<file path="config.mk">
export PLATFORM = sky130hd
export DESIGN_NAME = counter_sequencer
export DESIGN_NICKNAME = d
export VERILOG_FILES = /design/src/rtl/counter_sequencer.sv
export SDC_FILE = /design/constraint.sdc
export NUM_CORES = 1
export LEC_CHECK = 0
export ABC_CLOCK_PERIOD_IN_PS = 1500
export CORE_ASPECT_RATIO = 1.25
export CORE_UTILIZATION = 40
export CTS_CLUSTER_SIZE = 25
export DETAILED_ROUTE_END_ITERATION = 8
export DONT_BUFFER_PORTS = 1
export GPL_TIMING_DRIVEN = 0
export PLACE_DENSITY_LB_ADDON = 0.3
export SLEW_MARGIN = 20
export SYNTH_ARGS = -nofsm -noshare
export SYNTH_HDL_FRONTEND = slang
export SYNTH_SLANG_ARGS = --single-unit
</file>
<file path="constraint.sdc">
create_clock -name clk -period 1.5 [get_ports clk]
set_clock_uncertainty 0.1 [all_clocks]
set_input_delay 0.15 -clock clk [delete_from_list [all_inputs] [get_ports clk]]
set_output_delay 0.15 -clock clk [all_outputs]
set_load 0.05 [all_outputs]
</file>
<file path="src/rtl/counter_sequencer.sv">
// Purpose: sequences a WIDTH-bit up-count from 0 to a latched limit, one-shot or periodic, with pause/abort.
// Latency: start -> count=0/busy=1 one cycle later; tick limit_q+1 cycles after start when unpaused.
// Backpressure: pause level freezes the count (RUN->HOLD); stop aborts to IDLE; start is ignored while busy.
//
// Ports:
//   clk, rst            single rising-edge clock, synchronous active-high reset
//   start, stop, pause  start request (IDLE only), abort, count freeze
//   periodic, limit     run mode and terminal count, latched together with start
//   count, busy         current count and "not idle", both registered
//   tick, done          one-cycle pulses: count reached limit / one-shot finished
module counter_sequencer #(
    parameter int WIDTH = 4
) (
    input  logic             clk,
    input  logic             rst,
    input  logic             start,
    input  logic             stop,
    input  logic             pause,
    input  logic             periodic,
    input  logic [WIDTH-1:0] limit,
    output logic [WIDTH-1:0] count,
    output logic             busy,
    output logic             tick,
    output logic             done
);

    typedef enum logic [1:0] {
        IDLE = 2'd0,
        RUN  = 2'd1,
        HOLD = 2'd2
    } state_t;

    state_t           state;
    logic [WIDTH-1:0] limit_q;
    logic             periodic_q;

    always_ff @(posedge clk) begin
        if (rst) begin
            state      <= IDLE;
            count      <= '0;
            busy       <= 1'b0;
            tick       <= 1'b0;
            done       <= 1'b0;
            limit_q    <= '0;
            periodic_q <= 1'b0;
        end else begin
            // Event outputs are pulses: cleared unless set again below.
            tick <= 1'b0;
            done <= 1'b0;
            case (state)
                IDLE: begin
                    // count deliberately keeps its last value while idle.
                    if (start && !stop) begin
                        limit_q    <= limit;
                        periodic_q <= periodic;
                        count      <= '0;
                        state      <= RUN;
                        busy       <= 1'b1;
                    end
                end
                RUN: begin
                    if (stop) begin
                        count <= '0;
                        state <= IDLE;
                        busy  <= 1'b0;
                    end else if (pause) begin
                        // Pause wins over the terminal check; it is re-evaluated after resume.
                        state <= HOLD;
                    end else if (count != limit_q) begin
                        count <= count + WIDTH'(1);
                    end else begin
                        tick <= 1'b1;
                        if (periodic_q) begin
                            count <= '0;
                        end else begin
                            done  <= 1'b1;
                            state <= IDLE;
                            busy  <= 1'b0;
                        end
                    end
                end
                HOLD: begin
                    if (stop) begin
                        count <= '0;
                        state <= IDLE;
                        busy  <= 1'b0;
                    end else if (!pause) begin
                        // Resuming costs one edge; counting restarts on the following one.
                        state <= RUN;
                    end
                end
                default: begin
                    state <= IDLE;
                    busy  <= 1'b0;
                end
            endcase
        end
    end

endmodule

</file>
==> results.md, run 1 <==
* Status: finished with violations
* Failing checks: negative setup slack
* PortBufs at 0
* Yosys top cell area share at 0.390
* Final Slew Violations at 0
* Largest net degree at the start of global routing at 11
* Mapped Avg Cell Area at 8.98 µm²
* Distinct cells, synth at 31
* CTS tree: built
* Cell Area, Synth at 718 µm²
* Crit path from: count[1]
* Total buffers and inverters traversed by the critical path at 1
* RSZ-0062 raised after global routing: true
* Area grow syn2layout at 57.5%
* Post-route DRC at 0
* DRT Pass-1 Iters at 4
* Final Hold Fails at 0
* Starting Density at 0.443
* Req. time, crit path at 1.60 ns
* Die Wd at 39.9 µm
* Slew of the pin with the lowest slew margin at approximately 0.53 ns
* Vias in the first global route at 683
* Worst-path cell chain: xnor2_4, nand4_1, buf_4, o31a_4, a211oi_2
* Hold Path Class: primary input to register
* IO Pins at 17
* Cell leakage power at 0.000381 µW
* Final Setup Violations at 7
* Final worst setup slack at -0.142 ns
* Mapped Nets at 91
* #FFs+latches synth at 14
* CORE AREA at roughly 1600 µm²
* Total track usage at 0.212
* Critical Path End Type: register
* Reg2reg setup slack at -0.14 ns
* Critical path's top delay family: flip-flops
* GPL Wtd Cong at 0.768
* Ys Warns at 0
* Pwr per Cell Area at 705 nW/µm²
* Area leader, netlist: dfxtp_1
* Final Non-Filler Cells at 120
* CP startpoint kind: register
* IR drop worst, VDD at 0.465 mV
* Grt total ovfl at 0
* Fillers at 112
* Clock slew at reported path FFs at 0.09 ns
* FP Rows at 16
* DRT Wirelength at approximately 1800 µm
* Worst-case reg-to-reg path depth at 5
* Drt wl/cell at 15.0 µm
* Initial antenna violation count at 0
* CTS H-tree depth at 1
* Synth Instances at 80
* Vias at 674
* Clk buf depth at 2
* Slew headroom at 0.647
* Worst Setup EP: count[3]
* First-pass GRT wire length at 2840 µm
* Max_cap viols at 0
* Critical path peak fanout at 5
* Period minus WS final at 1.64 ns
* Crit Path Class: register to register
* Max Freq at approximately 0.61 GHz
* Clk Tree Root Cell: clkbuf_4
* Final cycle utilization of the critical path at 1.09
* Initial DRC count at 8
* Crit path largest cell delay at 0.49 ns
* Total Nets Final at between 100 and 150
* Layout cells sized above 1 at 0.373
* Worst skew pair latency at 0.28 ns
* Setup TNS at -0.604 ns
* RR Endpoint: count[3]
* CP arrival at about 1.8 ns
* Dpl cells at 98
* CP Depth at 5
* Critical-path top delay cell: dfxtp_4
* Sequential share of the synthesized area at 0.390
* Top cells by area, synth: dfxtp_1 39%, nand2_1 6.8%, xnor2_1 6.1%
* DP HPWL at 1040 µm
* CTS Buf Count at 3
* R2r startpoint: count[1]
* Die Y at 49.4 µm
* ANT cells at 0
* Routed vias/inst at 5.62
* Post-DRT Antenna Nets at 0
* Die area at just under 2000 µm²
* Clock Sinks at 14
where the power goes:
| part | leakage (µW) | internal [µW] | switching [µW] |
|---|---|---|---|
| clock | 0.0000150 | 103 | 120 |
| combinational | 0.000248 | 97.8 | 77.2 |
| sequential | 0.000118 | 373 | 26.9 |
synth_stat cells:
| cell | count |
|---|---|
| dfxtp_1 | 14 |
| nand4_1 | 1 |
| or3_1 | 1 |
| nand3b_1 | 1 |
| nor4b_1 | 3 |
| xnor2_1 | 5 |
| nor2_1 | 5 |
| o221ai_2 | 1 |
| nor4_1 | 2 |
| o31ai_2 | 1 |
| buf_6 | 1 |
| clkbuf_1 | 1 |
| or2b_2 | 1 |
| o21ai_0 | 4 |
| nor2b_1 | 1 |
| o31ai_1 | 1 |
| inv_1 | 1 |
| mux2i_1 | 3 |
| or4b_1 | 1 |
| ha_1 | 1 |
| buf_2 | 1 |
| o31a_2 | 1 |
| a211oi_1 | 2 |
| a41oi_2 | 1 |
| or2b_1 | 1 |
| nand2_1 | 13 |
| a31oi_1 | 1 |
| a21oi_1 | 6 |
| and3_1 | 1 |
| nand2b_1 | 3 |
| or3b_4 | 1 |
metrics by stage:
| stage | hold slack, ns | worst slack, ns | total power, µW | cell area [µm²] | util |
|---|---|---|---|---|---|
| finish | 0.00225 | -0.142 | 798 | 1130 | 0.698 |
| floorplan | 0.126 | -0.0486 | 469 | 769 | - |
| global placement | 0.129 | -0.226 | 481 | 792 | 0.488 |
| CTS | 0.000226 | -0.120 | 783 | 1090 | 0.670 |
| detailed placement | 0.129 | -0.217 | 482 | 792 | 0.488 |
| global route | 0.0162 | -0.233 | 841 | 1130 | 0.698 |
metal layers:
metal  track usage  routed length [µm]
met1         0.249                 722
met4        0.0862                  64
met5             0                   0
met3        0.0457                  57
met2         0.349                 954
worst min path at each step:
stage	start	end	slack (ns)	cells after the start
finish	rst	count[2]	0.002	3
global route	rst	count[2]	0.02	3
CTS	rst	count[2]	0.0002	3
detailed placement	stop	state[1]	0.13	1
global placement	stop	state[1]	0.13	1
floorplan	stop	state[1]	0.13	1
flip-flops by register name, indices dropped and copies added (netlist names):
name        cells
done            1
count           4
limit_q         4
tick            1
state           2
busy            1
periodic_q      1
cell type report:
class / instances / area, µm² / area share
Buffer: 1 / 3.75 / 0.00332
Clock buffer: 4 / 26.3 / 0.0232
Inverter: 1 / 3.75 / 0.00332
Multi-Input combinational cell: 62 / 596 / 0.527
Sequential cell: 14 / 303 / 0.268
Tap cell: 18 / 22.5 / 0.0199
Timing Repair Buffer: 20 / 176 / 0.156
tightest hold or removal path, stage by stage:
cell	delay, ns
nor4b_1	0.03
o21ai_0	0.13
o21ai_1	0.05
cell usage in the layout, fill, tap and decap left out, types with 2 or more instances in the layout:
master         netlist  layout
mux2i_1              3       3
a211oi_2             0       2
nor2_1               5       5
xnor2_4              0       4
buf_4                0      10
o31ai_4              0       2
nand2b_1             3       3
dfxtp_1             14       8
o21ai_0              4       2
dfxtp_4              0       6
nor4b_4              0       2
dlygate4sd3_1        0       9
clkbuf_4             0       3
nand2_1             13      13
a21oi_1              6       6
clkbuf_1             1       2
logic make-up (layout without fill, tap and decap cells):
family | count (synthesis) | after routing | synth area share
multiplexers | 3 | 3 | 0.0418
XOR/XNOR | 5 | 5 | 0.0610
AND/OR/NAND/NOR | 35 | 35 | 0.272
flip-flops | 14 | 14 | 0.390
adder cells (fa/ha/maj) | 1 | 1 | 0.0174
buffers and inverters | 4 | 26 | 0.0331
AO/OA/AOI/OAI | 18 | 18 | 0.185
timing repair:
action	CTS	global route
pin swaps	7	7
endpoints found under the setup margin	12	14
setup buffers	10	2
endpoints found under the hold margin	14	1
hold buffers	9	1
gates resized for setup	19	6
Note: power is estimated with default switching activity, not from simulation.
==> inputs of run 2 (changes only) <==
--- a/config.mk
+++ b/config.mk
@@ -13,6 +13,7 @@
 export DONT_BUFFER_PORTS = 1
 export GPL_TIMING_DRIVEN = 0
 export PLACE_DENSITY_LB_ADDON = 0.3
+export SKIP_LAST_GASP = 1
 export SLEW_MARGIN = 20
 export SYNTH_ARGS = -nofsm -noshare
 export SYNTH_HDL_FRONTEND = slang
==> results.md, run 2 (synthesis results as in run 1) <==
* Die Wd at 39.9 µm (unchanged)
* Total Nets Final at 115 (was 114)
* Top Registers: count (4), limit_q (4), state (2) (unchanged)
* Max_cap viols at 0 (unchanged)
* Slew of the pin with the lowest slew margin at 0.503 ns (was 0.529 ns)
* CORE AREA at 1620 µm² (unchanged)
* Status: finished with violations (unchanged)
* GPL Wtd Cong at 0.768 (unchanged)
* First-pass GRT wire length at 2820 µm (was 2840 µm)
* Worst skew pair latency at 0.29 ns (was 0.28 ns)
* Final worst setup slack at -0.128 ns (was -0.142 ns)
* Initial DRC count at 9 (was 8)
* Post-DRT Antenna Nets at 0 (unchanged)
* Met1 WL at 732 µm (was 722 µm)
* Starting Density at 0.443 (unchanged)
* Largest net degree at the start of global routing at 11 (unchanged)
* Req. time, crit path at 1.55 ns (was 1.60 ns)
* Die Y at 49.4 µm (unchanged)
* Die area at 1970 µm² (unchanged)
* Final Setup Violations at 8 (was 7)
* Clock slew at reported path FFs at 0.08 ns (was 0.09 ns)
* CTS tree: built (unchanged)
* CP arrival at 1.67 ns (was 1.75 ns)
* Metal3 WL at 62 µm (was 57 µm)
* Cell leakage power at 0.000383 µW (was 0.000381 µW)
* DRT Wirelength at 1730 µm (was 1800 µm)
* IR drop worst, VDD at 0.467 mV (was 0.465 mV)
* Met2 WL at 873 µm (was 954 µm)
* Top Metal Used: met4 (unchanged)
* Max Freq at 0.614 GHz (was 0.609 GHz)
* Pwr per Cell Area at 715 nW/µm² (was 705 nW/µm²)
* Vias at 677 (was 674)
* Failing checks: negative setup slack (unchanged)
* Total Power at 794 µW (was 798 µW)
* DRT Pass-1 Iters at 6 (was 4)
* Critical Path End Type: register (unchanged)
* Critical path peak fanout at 5 (unchanged)
* Clk buf depth at 2 (unchanged)
* Commonest non-fill, non-tap cell in the layout: nand2_1 (unchanged)
* Total track usage at 0.210 (was 0.212)
* FP Rows at 16 (unchanged)
* Slew headroom at 0.664 (was 0.647)
* Hold_sp: stop (was rst)
* Final Hold Fails at 0 (unchanged)
* Post-route DRC at 0 (unchanged)
* CTS H-tree depth at 1 (unchanged)
* PortBufs at 0 (unchanged)
* Drt wl/cell at 14.3 µm (was 15.0 µm)
* ANT cells at 0 (unchanged)
* Area grow syn2layout at 54.5% (was 57.5%)
* Crit path from: count[1] (unchanged)
* Routed vias/inst at 5.60 (was 5.62)
* Commonest non-fill, non-tap cells in the layout: 13 x nand2_1, 11 x buf_4, 9 x dlygate4sd3_1 (was 13 x nand2_1, 10 x buf_4, 9 x dlygate4sd3_1)
* CTS Buf Count at 3 (unchanged)
* R2r startpoint: count[1] (unchanged)
* Clk Tree Root Cell: clkbuf_4 (unchanged)
* RSZ-0062 raised after global routing: true (unchanged)
* CP startpoint kind: register (unchanged)
* Period minus WS final at 1.63 ns (was 1.64 ns)
* DP HPWL at 1040 µm (unchanged)
* Clock Sinks at 14 (unchanged)
* IO Pins at 17 (unchanged)
* Crit Path Class: register to register (unchanged)
* Hold Path Class: primary input to register (unchanged)
* Final Slew Violations at 0 (unchanged)
* Vias in the first global route at 685 (was 683)
* Final cycle utilization of the critical path at 1.09 (about the same)
* Initial antenna violation count at 0 (unchanged)
* Pre-CTS setup slack at -0.217 ns (unchanged)
* Layout cells sized above 1 at 0.359 (was 0.373)
* Grt total ovfl at 0 (unchanged)
## run 2: cell count changes in the layout (fill, tap and decap cells not counted), sizes merged
cell and delta:
buf +1
## run 2: per-stage QoR
stage / instance area [µm²] / utilization / instances / hold slack (ns) / setup TNS [ns]
finish: 1110 / 0.684 / 121 / 0.0328 / -0.608
detailed placement: 792 / 0.488 / 98 / 0.129 / -1.84
global route: 1110 / 0.684 / 121 / 0.0200 / -1.28
global placement: 792 / 0.488 / 98 / 0.129 / -1.86
CTS: 1070 / 0.663 / 119 / 0.0215 / -0.371
floorplan: 769 / - / 80 / 0.126 / -0.175
## run 2: routing by layer
layer | up-vias | GRT usage
li1 | 335 | -
met1 | 317 | 0.246
met2 | 18 | 0.347
met3 | 7 | 0.0457
met4 | 0 | 0.0862
met5 | - | 0
## run 2: path summary, 6_finish.rpt
| path | endpoint | slack, ns | depth (start not counted) |
|---|---|---|---|
| hold reg to reg | limit_q[1] | 0.44 | 2 |
| hold / removal | tick | 0.03 | 2 |
| setup / recovery | busy | -0.13 | 6 |
| setup reg to reg | busy | -0.13 | 6 |
## run 2: area by class of cell
type | instances | area, µm²
clock buffer | 4 | 26.3
buffer | 1 | 3.75
inverter | 1 | 3.75
timing repair buffer | 21 | 184
multi-input combinational | 62 | 567
tap | 18 | 22.5
fill | 113 | 512
sequential | 14 | 303
## run 2: where the power goes
part           total, µW  leakage (µW)  switching (µW)  internal (µW)
Sequential           398      0.000118            25.9            372
Combinational        171      0.000250            72.3           99.1
Clock                224     0.0000150             121            103
Total                794      0.000383             219            575
## run 2: repair_timing
item                                   4_1_cts  5_1_grt
hold buffers                                 9        1
setup endpoints to repair                   12       14
pin swaps                                    7        5
endpoints found under the hold margin       14        1
resized for setup                           17        4
cloned                                       0        0
buffers inserted                            10        2
## run 2: worst max-delay path, stage by stage, from the launching register on
cell and delay, ns:
dfxtp_4 0.49, xnor2_4 0.15, nand4_1 0.17, buf_4 0.18, buf_4 0.13, o31ai_2 0.17
a211oi_1 0.10
==> inputs of run 3 (changes only) <==
--- a/config.mk
+++ b/config.mk
@@ -6,8 +6,8 @@
 export NUM_CORES = 1
 export LEC_CHECK = 0
 export ABC_CLOCK_PERIOD_IN_PS = 1500
-export CORE_ASPECT_RATIO = 1.25
-export CORE_UTILIZATION = 40
+export CAP_MARGIN = 20
+export CORE_UTILIZATION = 45
 export CTS_CLUSTER_SIZE = 25
 export DETAILED_ROUTE_END_ITERATION = 8
 export DONT_BUFFER_PORTS = 1
==> results.md, run 3 (synthesis results as in run 1) <==
* Slew of the pin with the lowest slew margin at 0.648 ns (was 0.503 ns)
* Commonest non-fill, non-tap cells in the layout: 12 x nand2_1, 12 x buf_4, 8 x dfxtp_1, 8 x dlygate4sd3_1, 6 x dfxtp_4 (was 13 x nand2_1, 11 x buf_4, 9 x dlygate4sd3_1)
* R2r startpoint: count[2] (was count[1])
* Final Slew Violations at 0 (unchanged)
* Hold_sp: pause (was stop)
* Critical path peak fanout at 5 (unchanged)
* Final cycle utilization of the critical path at 1.11 (was 1.09)
* Hold Path Class: primary input to register (unchanged)
* Top Registers: count (4), limit_q (4), state (2) (unchanged)
* FP Rows at 14 (was 16)
* ANT cells at 0 (unchanged)
* Die Wd at 42.0 µm (was 39.9 µm)
* Drt wl/cell at 17.1 µm (was 14.3 µm)
* CTS H-tree depth at 1 (unchanged)
* Failing checks: negative setup slack (unchanged)
* Critical-path top delay cell: dfxtp_4 (unchanged)
* CORE AREA at 1510 µm² (was 1620 µm²)
* CTS Buf Count at 3 (unchanged)
* Slew headroom at 0.568 (was 0.664)
* Worst skew pair latency at 0.28 ns (was 0.29 ns)
* DRT Pass-1 Iters at 4 (was 6)
* Vias at 720 (was 677)
* Period minus WS final at 1.66 ns (was 1.63 ns)
* Clock Sinks at 14 (unchanged)
* Total Nets Final at 116 (was 115)
* Clk Tree Root Cell: clkbuf_4 (unchanged)
* DRT Wirelength at 2050 µm (was 1730 µm)
* Final Setup Violations at 6 (was 8)
* Initial antenna violation count at 0 (unchanged)
* Req. time, crit path at 1.60 ns (was 1.55 ns)
* CTS tree: built (unchanged)
* Max Freq at 0.603 GHz (was 0.614 GHz)
* Critical Path End Type: register (unchanged)
* Clock slew at reported path FFs at 0.09 ns (was 0.08 ns)
* Reg2reg setup slack at -0.16 ns (was -0.13 ns)
* Die Y at 42.0 µm (was 49.4 µm)
* RR Endpoint: count[1] (was busy)
* Final Util at 0.763 (was 0.684)
* Pwr per Cell Area at 694 nW/µm² (was 715 nW/µm²)
* Final worst setup slack at -0.158 ns (was -0.128 ns)
* Final Hold Fails at 0 (unchanged)
* Area occupied by multi-input gates at 599 µm² (was 567 µm²)
* Layout cells sized above 1 at 0.413 (was 0.359)
* Worst-path cell chain: xnor2_4, nand4_1, buf_4, o31ai_4, mux2i_1 (was xnor2_4, nand4_1, buf_4, buf_4, o31ai_2, a211oi_1)
* Area grow syn2layout at 60.1% (was 54.5%)
* Crit path largest cell delay at 0.50 ns (was 0.49 ns)
* IR drop worst, VDD at 0.543 mV (was 0.467 mV)
* Grt total ovfl at 0 (unchanged)
* Crit Path Class: register to register (unchanged)
* Sequential Area at 303 µm² (unchanged)
* Total track usage at 0.240 (was 0.210)
* Worst Setup EP: count[1] (was busy)
* Initial DRC count at 19 (was 9)
* DP HPWL at 1070 µm (was 1040 µm)
* Fillers at 99 (was 113)
* Worst-case reg-to-reg path depth at 5 (was 6)
* Post-DRT Antenna Nets at 0 (unchanged)
* Post-route DRC at 0 (unchanged)
* GPL Wtd Cong at 0.750 (was 0.768)
* Vias in the first global route at 671 (was 685)
* Total Power at 799 µW (was 794 µW)
* PortBufs at 0 (unchanged)
* Clk buf depth at 2 (unchanged)
* CP startpoint kind: register (unchanged)
* RSZ-0062 raised after global routing: true (unchanged)
* Status: finished with violations (unchanged)
* Starting Density at 0.477 (was 0.443)
* Largest net degree at the start of global routing at 11 (unchanged)
* Cell leakage power at 0.000403 µW (was 0.000383 µW)
* Crit path from: count[2] (was count[1])
* Die area at 1760 µm² (was 1970 µm²)
* Max_cap viols at 0 (unchanged)
* First-pass GRT wire length at 3120 µm (was 2820 µm)
* Routed vias/inst at 6.00 (was 5.60)
* CP arrival at 1.76 ns (was 1.67 ns)
* IO Pins at 17 (unchanged)
run 3: critical path, delay by kind of cell (launching register included):
kind	cells	cell delay, ns
AOI/OAI and AO/OA	1	0.24
xor gates and xnor gates	1	0.16
buffers and inverters	1	0.19
DFF	1	0.50
muxes	1	0.22
and+or+nand+nor	1	0.17
run 3: cell type report:
cell class                      instances  area share
Inverter                                1     0.00326
Timing Repair Buffer                   22       0.169
Buffer                                  1     0.00326
Clock buffer                            4      0.0229
Sequential cell                        14       0.263
Tap cell                               16      0.0174
Multi-Input combinational cell         62       0.521
run 3: worst min path at each step:
stage | endpoint | slack, ns | cells past startpoint
2_1_floorplan | state[1] | 0.13 | 1
3_3_place_gp | state[1] | 0.13 | 1
3_5_place_dp | state[1] | 0.13 | 1
4_1_cts | count[3] | 0.01 | 3
5_1_grt | count[2] | 0.03 | 3
6_report | count[2] | 0.05 | 3
run 3: metal layers:
layer	GRT usage	wire (µm)	up-vias	share of wire
met5	0	0	-	0
met4	0.110	34	0	0.017
met3	0.0391	84	6	0.041
met2	0.372	1010	26	0.49
met1	0.325	916	347	0.45
li1	-	-	341	-
run 3: stage by stage:
| stage | std cells | hold WS (ns) | setup WS [ns] | setup TNS, ns | instance area (µm²) |
|---|---|---|---|---|---|
| finish | 120 | 0.0461 | -0.158 | -0.584 | 1150 |
| global route | 120 | 0.0304 | -0.217 | -1.08 | 1150 |
| CTS | 115 | 0.0124 | -0.0881 | -0.316 | 1040 |
| detailed placement | 96 | 0.131 | -0.215 | -1.76 | 790 |
| global placement | 96 | 0.128 | -0.171 | -1.24 | 790 |
| floorplan | 80 | 0.126 | -0.0486 | -0.175 | 769 |
run 3: what timing repair did:
item,CTS,global route
endpoints found under the hold margin,13,0
gates cloned,0,0
pin swaps,4,6
setup buffers,8,5
hold buffers,9,0
gates resized for setup,13,16
endpoints found under the setup margin,12,14
run 3: power breakdown:
| part | total [µW] | internal (µW) | leakage [µW] | switching (µW) |
|---|---|---|---|---|
| sequential | 399 | 373 | 0.000118 | 26.0 |
| clock | 227 | 103 | 0.0000150 | 124 |
| combinational | 173 | 93.5 | 0.000270 | 79.4 |
| total | 799 | 569 | 0.000403 | 229 |
